`src/rtl/dispatch_ctrl.sv`:
```
// dispatch_ctrl: in-order dispatch FIFO between decode and the per-FU issue queues.
// Ports: decode handshake (id_*), ROB alloc (rob_*), issue strobes, flush, status.
`ifndef ROB_DEPTH
`define ROB_DEPTH 32
`endif

module dispatch_ctrl #(
    parameter int BUF_DEPTH = 2,
    parameter int CNT_W     = 16,
    parameter int ROB_W     = $clog2(`ROB_DEPTH)
) (
    input  logic             clk,
    input  logic             rst_n,
    input  logic             id_valid,
    input  logic [1:0]       id_fu_class,
    input  logic [ROB_W-1:0] id_alloc_rob,
    output logic             id_ready,
    input  logic             rob_full,
    output logic             rob_alloc_en,
    input  logic [3:0]       queue_full,
    output logic [3:0]       issue2queue_en,
    output logic [ROB_W-1:0] dispatch_rob,
    input  logic             rob_commit_br_taken,
    input  logic             rob_commit_exp_en,
    output logic             buf_empty,
    output logic [CNT_W-1:0] stall_cnt
);

    localparam int PTR_W = $clog2(BUF_DEPTH);
    localparam logic [PTR_W:0] FULL_CNT = (PTR_W+1)'(BUF_DEPTH);

    logic [1:0]       cls_q [BUF_DEPTH];
    logic [ROB_W-1:0] rob_q [BUF_DEPTH];
    logic [PTR_W-1:0] rptr;
    logic [PTR_W-1:0] wptr;
    logic [PTR_W:0]   count;

    logic       flush;
    logic       nonempty;
    logic [1:0] head_cls;
    logic       push;
    logic       pop;
    logic       stall_inc;

    assign flush    = rob_commit_br_taken || rob_commit_exp_en;
    assign nonempty = (count != '0);
    assign head_cls = cls_q[rptr];

    // Ready ignores a same-cycle pop to keep decode's timing path short.
    assign id_ready     = (count != FULL_CNT) && !rob_full && !flush;
    assign push         = id_valid && id_ready;
    assign rob_alloc_en = push;

    always_comb begin
        issue2queue_en = '0;
        if (nonempty && !flush && !queue_full[head_cls])
            issue2queue_en[head_cls] = 1'b1;
    end

    assign pop          = |issue2queue_en;
    assign dispatch_rob = nonempty ? rob_q[rptr] : '0;
    assign buf_empty    = !nonempty;
    assign stall_inc    = nonempty && queue_full[head_cls] && !flush;

    always_ff @(posedge clk or negedge rst_n) begin
        if (!rst_n) begin
            rptr  <= '0;
            wptr  <= '0;
            count <= '0;
        end else if (flush) begin
            rptr  <= '0;
            wptr  <= '0;
            count <= '0;
        end else begin
            if (push)
                wptr <= wptr + 1'b1;
            if (pop)
                rptr <= rptr + 1'b1;
            unique case ({push, pop})
                2'b10:   count <= count + 1'b1;
                2'b01:   count <= count - 1'b1;
                default: count <= count;
            endcase
        end
    end

    always_ff @(posedge clk or negedge rst_n) begin
        if (!rst_n) begin
            for (int i = 0; i < BUF_DEPTH; i++) begin
                cls_q[i] <= '0;
                rob_q[i] <= '0;
            end
        end else if (push) begin
            cls_q[wptr] <= id_fu_class;
            rob_q[wptr] <= id_alloc_rob;
        end
    end

    // Survives flush on purpose: it tracks lifetime head-of-line blocking.
    always_ff @(posedge clk or negedge rst_n) begin
        if (!rst_n)
            stall_cnt <= '0;
        else if (stall_inc && (stall_cnt != '1))
            stall_cnt <= stall_cnt + 1'b1;
    end

endmodule

```
`config.mk`:
```
export PLATFORM = sky130hd
export DESIGN_NAME = dispatch_ctrl
export DESIGN_NICKNAME = d
export VERILOG_FILES = /design/src/rtl/dispatch_ctrl.sv
export SDC_FILE = /design/constraint.sdc
export NUM_CORES = 1
export LEC_CHECK = 0
export CORE_ASPECT_RATIO = 0.6
export CORE_UTILIZATION = 48
export CTS_CLUSTER_DIAMETER = 40
export CTS_CLUSTER_SIZE = 28
export DETAILED_ROUTE_END_ITERATION = 8
export GPL_TIMING_DRIVEN = 0
export PLACE_DENSITY_LB_ADDON = 0.25
export SETUP_SLACK_MARGIN = 0.15
export SLEW_MARGIN = 0
export SYNTH_ARGS = -nofsm -noshare
export SYNTH_HDL_FRONTEND = slang
export SYNTH_SLANG_ARGS = --single-unit
```
`constraint.sdc`:
```
create_clock -name clk -period 2 [get_ports clk]
set_input_delay 0.3 -clock clk [delete_from_list [all_inputs] [get_ports clk]]
set_output_delay 0.3 -clock clk [all_outputs]
set_load 0.005 [all_outputs]
```
* Word-level counts from Yosys, hierarchy flattened
Index checks and enable logic that the tools add are counted.
W data, S select, Z words.
** Word-level totals
- Bits in registers :: 34
- Input bits :: 17
- Word-level logic and storage cells :: 68
** Operators by class
- Add/sub/neg operators :: 5
- Magnitude comparators :: 5
- Equality and inequality tests :: 4
- Muxes and demuxes :: 24
- Bitwise gates (word level) :: 2
- Reduce and logical (&&, ||, !) cells :: 20
** Operators by type and width (number)
- $mux W5 :: 5
- $add A16 B1 Y16 const B :: 1
- $ne A16 B16 Y1 const B :: 1
- $bwmux W10 :: 1
- $logic_and A1 B1 Y1 :: 10
- $mux W2 :: 5
- $mux W1 :: 6
- $reduce_bool A2 Y1 :: 3
- $demux W5 S1 :: 1
- $bwmux W4 :: 1
- $ge A2 B2 Y1 const B :: 2
- $logic_not A1 Y1 :: 4
- $mux W4 :: 1
- $not A1 Y2 :: 2
- $pmux W2 S2 :: 1
- $reduce_or A4 Y1 :: 1
- $lt A2 B3 Y1 const B :: 1
- $reduce_bool A3 Y1 :: 1
- $add A1 B1 Y1 const B :: 2
- $add A2 B1 Y2 const B :: 1
- $bmux W1 S2 :: 1
- $demux W1 S2 :: 1
- $demux W2 S1 :: 1
- $eq A2 B1 Y1 const B :: 1
- other kinds (6) :: 6

* Depth between registers and ports, before layout
Gate-level depths: netlist of run 1.
- Depth in word-level cells :: 13
- Mapped depth :: 7

* Least setup slack after synthesis of run 1
OpenSTA, ideal clock, no wires.
- Path kind :: reg2reg
- From :: reg rptr
- To :: reg count[0]
- Library setup time :: 82 ps
- Data arrival time :: 1675 ps
- Slack :: 243 ps
- Cell stages (with the launch flop) :: 8
- Path through :: dfrtp_1 -> buf_6 -> mux2i_4 -> mux2i_1 -> mux2i_2 -> buf_6 -> a211o_1 -> a31oi_1
** Between the ends
- Cells in the longest elaborated chain, start to end :: 13
- Elaborated cells between the ends (all ways) :: 20
** Ends and longest elaborated chain
- from (decl) :: RTL line 34 : logic [PTR_W-1:0] rptr;
- from (signal assigned) :: RTL line 78 : rptr <= rptr + 1'b1;
- $not A1 Y2 (implied by the code) * :: RTL line 47 : assign head_cls = cls_q[rptr];
- $mux W2 (implied by the code) * (3 in series) :: RTL line 47
- $lt A2 B3 Y1 (implied by the code), or another cell as far along :: RTL line 57 : issue2queue_en[head_cls] = 1'b1;
- $logic_and A1 B1 Y1 (implied by the code) / $mux W1 (equally long branches) :: RTL line 57, 56
- $mux W1 (implied by the code) / $logic_not A1 Y1 (equally long branches) :: RTL line 57, 56
- $demux W1 S2 / $logic_and A1 B1 Y1 (equally long branches) :: RTL line 57, 56
- $mux W4 * :: RTL line 56 : if (nonempty && !flush && !queue_full[head_cls])
- $reduce_or A4 Y1 * :: RTL line 60 : assign pop = |issue2queue_en;
- $eq A2 B1 Y1 / $eq A2 B2 Y1 (equally long branches) :: RTL line 79 : unique case ({push, pop})
- $pmux W2 S2 :: RTL line 79
- $mux W2 :: RTL line 70 : end else if (flush) begin
- to (signal assigned) :: RTL line 80 : 2'b10: count <= count + 1'b1;
- to (signal assigned) :: RTL line 81 : 2'b01: count <= count - 1'b1;
- to (signal assigned) :: RTL line 82 : default: count <= count;
- to (decl) :: RTL line 36 : logic [PTR_W:0] count;
Every way passes the cells marked *; elsewhere a longest branch is shown, timed or not. The select of a mux whose other input is x is not followed.
A chain may end at the register's enable or synchronous reset.

* Final worst setup path of run 1
Same ends and word-level chain as after synthesis.

==> summary by stage, run 1 <==
Clock network
TritonCTS built the clock tree. The number of buffers between clock root and the deepest sink is 2. In this run, post-CTS hold repair placed 0 buffers. The clock net in this run drives a total of 34 sinks. The number of buffers created by CTS is 5.

The number of H-tree levels is 2. Clock-pin slew was measured on the worst setup and hold paths at 0.07 ns. The tree is rooted in a sky130_fd_sc_hd__clkbuf_8. The later pin in the worst-skew pair is clocked with a latency of 0.29 ns.

Layout
The area overhead of the layout relative to synthesis is 51.1%. The number of cells in the finished layout apart from fillers is 277. The share of post-route cells with drive strength above 1 is 35.3%. The post-layout net count is 249. The count of inserted antenna diode cells is 0. The final core utilization is 78.6%.

The filler cells instantiated in the layout total 185.

Floorplanning
The starting utilization of the core area is 52.0%. The area of the die is 3920 um2. The number of placement rows is 16. The x dimension of the die is 80.2 um. The number of I/O pins is 45. From bottom edge to top edge, the die measures 48.9 um. The area of the core is 3380 um2.

Global route
After global routing, the most crowded layer is met2. Global routing consumed, on the met1 layer, 37.3% of the routing resources. The met3 layer usage reported by global route is 7.66%. The total track usage is 28.2%. Entering global routing, the biggest net connects 35 pins. The met2 track demand over resource in global routing is 45.6%. The via count of the first global-routing pass is 1585. The total overflow left after global routing is 0. The wire length of the first global-routing pass is 7990 um. The initial antenna violation count is 0.

Routing
The total wirelength of the detailed-routed design is 5130 um. Once detail routing completed, the nets flagged for antenna violations numbered 0. The total DRC errors in the routed layout is 0.

The number of vias per cell after detailed routing is 5.90. The first-iteration detailed-routing DRC count is 119. The first TritonRoute pass finished after 4 iterations.

The routed layout has 1634 vias. The routed wirelength normalized by instance count is 18.5 um.

Yosys
The synthesized design spends more area on one cell type than any other, namely sky130_fd_sc_hd__dfrtp_1. Among all flip-flop cells after synthesis, the most frequent one is sky130_fd_sc_hd__dfrtp_1. The average instance in the mapped netlist occupies 10.9 um2.

The proportion of register bits with asynchronous set or reset after synthesis is 100%. Sequential cells were found to cover 48.3% of the synthesized design area. Sorting the synthesized cells by area gives the leading types as sky130_fd_sc_hd__dfrtp_1 (48%), sky130_fd_sc_hd__mux2_2 (9.6%), sky130_fd_sc_hd__xnor2_1 (6.5%), sky130_fd_sc_hd__mux2i_1 (4.0%), sky130_fd_sc_hd__nand4_1 (3.6%). The number of different library cells used by synthesis comes to 35. In the synthesized netlist, the cells that appear most often are sky130_fd_sc_hd__dfrtp_1 (34), sky130_fd_sc_hd__mux2_2 (15), sky130_fd_sc_hd__nor2_1 (14). Summed over its instances, the top area cell type makes up 48.3% of the synthesized netlist area. The most repeated cell in the gate-level netlist after synthesis is sky130_fd_sc_hd__dfrtp_1. The Yosys step of the flow raised 0 warnings. The synthesized design contains 0 enable-type register cells.

The number of flip-flops and latches in the synthesized netlist is 34. The post-synthesis cell area is 1760 um2. The post-synthesis cell count is 161. Synthesis produced a netlist with a net count of 179.

Placed design
During placement, the flow inserted port buffers numbering 44. Detailed placement finished with a half-perimeter wire length of 3090 um. At the end of routability-driven placement, the weighted congestion stood at 0.792.

The cell count after placement is 250. The worst setup slack after placement is -0.619 ns.

Timing
The maximum clock rate is 515 MHz. Setup violations remaining at the end of the flow were counted as 0. The total count of hold-check failures in the final report was 0. The worst max-slew margin expressed relative to the limit is 48.4%. For the pin with the worst max-slew slack, the measured transition is 0.774 ns. The final critical path takes up 97.1% of the cycle. The final critical-path required period is 1.94 ns.

Setup slack on the critical path of the routed design comes to 0.0574 ns. The final number of max-transition violations is 0. The clock arrives with 0.00428 ns of skew. Setup repair after global routing could not meet its margin everywhere.

Critical path
For the worst setup path, the data required time is 2.22 ns. STA classifies the critical path startpoint as a flip-flop. The critical path is of the flip-flop to flip-flop type. The slowest cell on the critical path is sky130_fd_sc_hd__dfrtp_1. Walking the worst path, the cells encountered are buf_6 -> mux2i_4 -> buf_6 -> mux2i_4 -> mux2i_4 -> buf_6 -> a211o_1 -> a31oi_1. The data arrival time at the worst-slack endpoint is 2.16 ns. In this run the worst path has a maximum fanout of 7. The highest cell delay on the worst timing path is 0.34 ns. The critical path contains buffers and inverters numbering 3 combined. STA classifies the critical path endpoint as a flip-flop. The kind of cell with the highest combined delay on the critical path is multiplexers.

Power
Summing internal, switching and leakage power gives 0.00184 W. The worst-case IR drop observed on VDD is 0.000517 V. For this design the static power due to leakage is 1.11 nW. Power spread over the standard cell area amounts to 691 nW/um2.

Job
Max-cap violations in this run came to 0.

Min path
The worst hold path class is primary input to async pin.

Run status
The flow ran to the end, and the final reports show no timing, DRC or antenna violations.
[placed cells by master, fill, tap and decap left out, types with 2 or more instances in the layout]
cell type / netlist / routed
sky130_fd_sc_hd__nor3_2: 1 / 2
sky130_fd_sc_hd__nor2b_1: 3 / 2
sky130_fd_sc_hd__buf_4: 1 / 13
sky130_fd_sc_hd__nor2_4: 0 / 4
sky130_fd_sc_hd__a21oi_1: 3 / 2
sky130_fd_sc_hd__nor3_1: 5 / 3
sky130_fd_sc_hd__dfrtp_1: 34 / 34
sky130_fd_sc_hd__clkdlybuf4s15_1: 0 / 2
sky130_fd_sc_hd__nor2_1: 14 / 11
sky130_fd_sc_hd__mux2_2: 15 / 14
sky130_fd_sc_hd__or3_1: 2 / 2
sky130_fd_sc_hd__buf_2: 0 / 4
sky130_fd_sc_hd__clkdlybuf4s50_1: 0 / 29
sky130_fd_sc_hd__mux2i_1: 7 / 4
sky130_fd_sc_hd__dlygate4sd2_1: 0 / 2
sky130_fd_sc_hd__clkbuf_8: 0 / 8
sky130_fd_sc_hd__a31oi_1: 2 / 2
sky130_fd_sc_hd__xnor2_1: 13 / 13
sky130_fd_sc_hd__mux2_4: 0 / 2
sky130_fd_sc_hd__mux2i_4: 1 / 5
sky130_fd_sc_hd__nand4_1: 10 / 10
sky130_fd_sc_hd__nand3_1: 10 / 9
sky130_fd_sc_hd__clkbuf_2: 0 / 7
sky130_fd_sc_hd__buf_6: 2 / 9
sky130_fd_sc_hd__nand2_1: 7 / 7
sky130_fd_sc_hd__and3_1: 3 / 3
sky130_fd_sc_hd__nand2b_1: 3 / 2
sky130_fd_sc_hd__o21ai_0: 3 / 2
sky130_fd_sc_hd__or2_2: 2 / 2
[registers in the layout (all words and copies together), names as in the netlist]
name and count:
rob_q 10, rptr 1, stall_cnt 16, cls_q 4, count 2, wptr 1
[repair_timing]
| action | in CTS | in global routing |
|---|---|---|
| gates resized for setup | 45 | 42 |
| setup endpoints to repair | 44 | 40 |
| cloned | 1 | 0 |
| setup buffers | 11 | 7 |
| pin swaps | 9 | 14 |
[routing by layer]
metal	part of all wire, %	vias to the layer above
met3	9.4	15
met2	48	84
li1	-	727
met4	2.3	0
met1	40	808
met5	0	-
[area by class of cell]
type,instances,area [um2],share of cell area (%)
plain buffers,7,70.1,2.63
clock buffers,7,86.3,3.25
clock inverters,1,5.00,0.188
inverters,1,3.75,0.141
multi-input cells,120,1040,38.9
flip-flops and latches,34,851,32.0
well taps,45,56.3,2.12
repair buffers,62,552,20.7
[worst reg2reg max path, stage by stage (launching register included)]
cell and delay, ns:
sky130_fd_sc_hd__dfrtp_1 0.34, sky130_fd_sc_hd__buf_6 0.13, sky130_fd_sc_hd__mux2i_4 0.28, sky130_fd_sc_hd__buf_6 0.15
sky130_fd_sc_hd__mux2i_4 0.25, sky130_fd_sc_hd__mux2i_4 0.13, sky130_fd_sc_hd__buf_6 0.16, sky130_fd_sc_hd__a211o_1 0.27
sky130_fd_sc_hd__a31oi_1 0.16
[per-stage QoR]
| step | TNS [ns] | hold WS, ns | instance area, um2 |
|---|---|---|---|
| global placement | -3.42 | 0.483 | 2260 |
| floorplan | 0 | 0.00441 | 1760 |
| CTS | 0 | 0.107 | 2560 |
| finish | 0 | 0.0814 | 2660 |
| detailed placement | -3.68 | 0.412 | 2250 |
| global route | -0.0484 | 0.139 | 2660 |
[cell families (layout without fill, tap and decap cells)]
group                    Yosys count  after routing  share of synthesized area, %
AO/OA/AOI/OAI                     12             12                          4.12
XOR/XNOR                          13             13                          6.47
AND/OR/NAND/NOR                   67             68                          20.5
flip-flops                        34             34                          48.3
multiplexers                      26             26                          17.1
adder cells (fa/ha/maj)            1              1                         0.711
buffers and inverters              8             78                          2.77
[final timing paths]
path                                     start           end  slack, ns  cells past startpoint
min                                      rst_n  stall_cnt[3]       0.08                      1
max in group asynchronous                rst_n      rob_q[2]       1.43                      1
min in group clk           rob_commit_br_taken      count[1]       0.45                      4
max                                       rptr      count[0]       0.06                      8
min reg2reg                       stall_cnt[5]  stall_cnt[5]       0.49                      1
max reg2reg                               rptr      count[0]       0.06                      8
[power breakdown]
group / total (W) / internal [W] / switching (W)
registers: 0.000812 / 0.000754 / 0.0000581
clock network: 0.000530 / 0.000278 / 0.000253
logic: 0.000496 / 0.000286 / 0.000210
total: 0.00184 / 0.00132 / 0.000521
No activity file was read; power rests on OpenSTA's default activity.
==> run 2: changes to the inputs <==
--- a/config.mk
+++ b/config.mk
@@ -13,6 +13,7 @@
 export GPL_TIMING_DRIVEN = 0
 export PLACE_DENSITY_LB_ADDON = 0.25
 export SETUP_SLACK_MARGIN = 0.15
+export SKIP_CTS_REPAIR_TIMING = 1
 export SLEW_MARGIN = 0
 export SYNTH_ARGS = -nofsm -noshare
 export SYNTH_HDL_FRONTEND = slang
==> run 2 against run 1 <==
Against the previous run: the run now ends with negative setup slack left; final area is 1.5% higher; wire length fell by 2.0%; combinational power increased by 5.4%; sequential power barely moved; power up 1.2%; final cell count is the same; non-clock buffer count unchanged; die area stayed put; worst setup slack worse by 0.089 ns; maximum frequency is 4.4% lower; clock skew shrank 0.0021 ns.
==> summary by stage, run 2 (synthesized netlist as in run 1, its figures left out) <==
Clock network
The number of H-tree levels is 2 (unchanged). The CTS tree is yes. The number of buffers between clock root and the deepest sink is 2 (unchanged). The number of buffers created by CTS came to 5 (unchanged). The cell at the root of the clock tree is sky130_fd_sc_hd__clkbuf_8. The clock latency reported for the late side of the worst-skew pair is 0.29 ns (about the same). The clock-pin transition on the worst setup and hold timing paths is 0.07 ns (about the same). The sink count of the clock tree is 34 (unchanged).

Run status
The final reports fail on negative setup slack. The run finished, with violations left.

Power
The leakage component of the power was 1.26 nW (+14%). The power per standard cell area is 689 nW/um2 (-0.27%). The worst voltage drop across the vdd grid is 0.000553 V (+6.9%).

Layout
The library cell used most frequently in the layout, excluding fill and tap cells, is sky130_fd_sc_hd__dfrtp_1. The final design instance area without fill is 2700 um2 (+1.5%). The flip-flop count of the largest register, all copies and words added is 16 (unchanged). The post-layout net count is 249 (unchanged).

The share of post-route cells with drive strength above 1 came to 31.5% (-3.9 points). The largest registers in the layout are stall_cnt (16), rob_q (10), cls_q (4). The total of fill cells in the finished design came to 190 (+2.7%). The register with the most flip-flops is stall_cnt. Leaving out fill and tap cells, the most frequent cells in the layout are sky130_fd_sc_hd__dfrtp_1 (34), sky130_fd_sc_hd__clkdlybuf4s50_1 (29), sky130_fd_sc_hd__mux2_2 (14). The final core utilization was 79.8% (+1.1 points).

The count of inserted antenna diode cells was 0 (unchanged). The area overhead of the layout relative to synthesis is 53.3%.

Global route
The met3 layer usage reported by global route is 6.73% (-0.93 points). The global route total overflow is 0 (unchanged). The global routing usage on met1 is 32.3% (-5.0 points). The wire length of the first global-routing pass came to 7040 um (-12%). The initial antenna violation count came to 0 (unchanged). The total track usage is 24.5% (-3.7 points). The pin count of the biggest net entering global routing came to 35 (unchanged).

The via count of the first global-routing pass is 1485 (-6.3%). The busiest metal layer after global routing is met2. The met2 track demand over resource in global routing is 38.2% (-7.4 points).

Timing
The final number of max-transition violations is 0 (unchanged). The final critical-path required period is 2.03 ns (+0.0890 ns). The worst hold slack after final layout is 0.0801 ns (-0.00129 ns). The total count of hold-check failures in the final report is 0 (unchanged).

The number of failing setup endpoints in the final timing report is 3 (+3). The slew at the pin closest to its max-slew limit was 0.755 ns (-0.0185 ns). The worst max-slew margin expressed relative to the limit is 49.6% (+1.2 points). The worst setup skew after layout is 0.00223 ns (-0.00205 ns).

The portion of the clock cycle consumed by the worst path in the final layout is 102% (+4.4 points). Setup repair after global routing could not meet its margin everywhere. The maximum clock rate came to 492 MHz (-4.4%). The worst-case setup margin in the final layout was -0.0316 ns (-0.0890 ns).

Routing
The count of TritonRoute iterations in the first routing pass is 4 (unchanged). The routed wirelength normalized by instance count came to 18.1 um (-2.0%). The number of vias per cell after detailed routing is 5.73 (-2.9%). The first-iteration detailed-routing DRC count is 101 (-15%). The overall via count from detail_route is 1586 (-2.9%). The remaining antenna violation count is 0 (unchanged). The total DRC errors in the routed layout is 0 (unchanged).

The total wirelength of the detailed-routed design came to 5030 um (-2.0%).

Placed design
The global placement routability congestion came to 0.792 (unchanged). The half-perimeter wire length after detailed placement was 3090 um (unchanged). The count of input and output buffers is 44 (unchanged). The placed cell area was 2250 um2 (unchanged).

The worst setup slack after placement came to -0.619 ns (unchanged).

Floorplanning
The area of the die is 3920 um2 (unchanged). The chip height was 48.9 um (unchanged). The starting utilization of the core area was 52.0% (unchanged).

The area of the core came to 3380 um2 (unchanged). The number of placement rows is 16 (unchanged). The x dimension of the die was 80.2 um (unchanged).

The number of I/O pins is 45 (unchanged).

Critical path
The element type at the critical path end is a flip-flop. The maximum net fanout on the critical path was 6 (-1). The worst setup path is launched from a flip-flop. Tracing the worst setup path back leads to its startpoint at rptr.

The setup path with the least slack is of type flip-flop to flip-flop. The required time at the endpoint of the critical path came to 2.17 ns (-0.05 ns). The reg-to-reg setup timing slack is -0.03 ns (-0.09 ns). The data arrival time at the worst-slack endpoint is 2.21 ns (+0.05 ns). The depth of the worst register-to-register path came to 8 (unchanged).

In this run the critical register-to-register path is launched from rptr.

Job
The max-cap check violation count is 0 (unchanged).

Min path
The min-delay analysis places its worst path in the category primary input to async pin.
==> run 2: changes by cell type in the layout (fill, tap and decap cells not counted), moves of 2 or more <==
cell	previous run	this run
sky130_fd_sc_hd__dlymetal6s2s_1	1	12
sky130_fd_sc_hd__clkbuf_2	7	1
sky130_fd_sc_hd__buf_4	13	11
sky130_fd_sc_hd__clkbuf_4	0	2
sky130_fd_sc_hd__clkbuf_8	8	6
sky130_fd_sc_hd__clkdlybuf4s15_1	2	0
sky130_fd_sc_hd__dlygate4sd2_1	2	0
sky130_fd_sc_hd__mux2i_1	4	6
==> run 2: per-stage QoR <==
stage               std cells  TNS [ns]  total power, W
floorplan                 161         0        0.000999
global placement          250     -3.42         0.00113
detailed placement        250     -3.68         0.00115
CTS                       258     -3.50         0.00167
global route              277    -0.780         0.00193
finish                    277   -0.0665         0.00186
==> run 2: report_power, final <==
part           internal, W  switching (W)
Combinational     0.000308       0.000215
Sequential        0.000754      0.0000599
Clock             0.000278       0.000246
Total              0.00134       0.000521
==> run 2: layout make-up <==
cell class	instances	area, um2	share of cell area [%]
Clock buffer	7	86.3	3.20
Timing Repair Buffer	62	629	23.3
Sequential cell	34	851	31.5
Inverter	1	3.75	0.139
Multi-Input combinational cell	120	1010	37.3
Buffer	7	61.3	2.27
Clock inverter	1	5.00	0.185
Tap cell	45	56.3	2.09
==> run 2: final timing paths <==
check	endpoint
max	stall_cnt[12]
min reg2reg	stall_cnt[5]
min in group clk	stall_cnt[5]
max reg2reg	stall_cnt[12]
max in group asynchronous	stall_cnt[4]
min	stall_cnt[2]
==> run 2: layer usage <==
metal | wire [um] | up-vias
li1 | - | 722
met1 | 2100 | 769
met2 | 2440 | 80
met3 | 361 | 15
met4 | 131 | 0
met5 | 0 | -
==> run 2: worst max-delay path: stages (launching register included) <==
cell	delay [ns]
sky130_fd_sc_hd__dfrtp_1	0.38
sky130_fd_sc_hd__buf_6	0.13
sky130_fd_sc_hd__mux2i_4	0.21
sky130_fd_sc_hd__buf_6	0.14
sky130_fd_sc_hd__mux2i_4	0.18
sky130_fd_sc_hd__mux2i_4	0.28
sky130_fd_sc_hd__buf_6	0.15
sky130_fd_sc_hd__nand4_1	0.12
sky130_fd_sc_hd__mux2_4	0.32
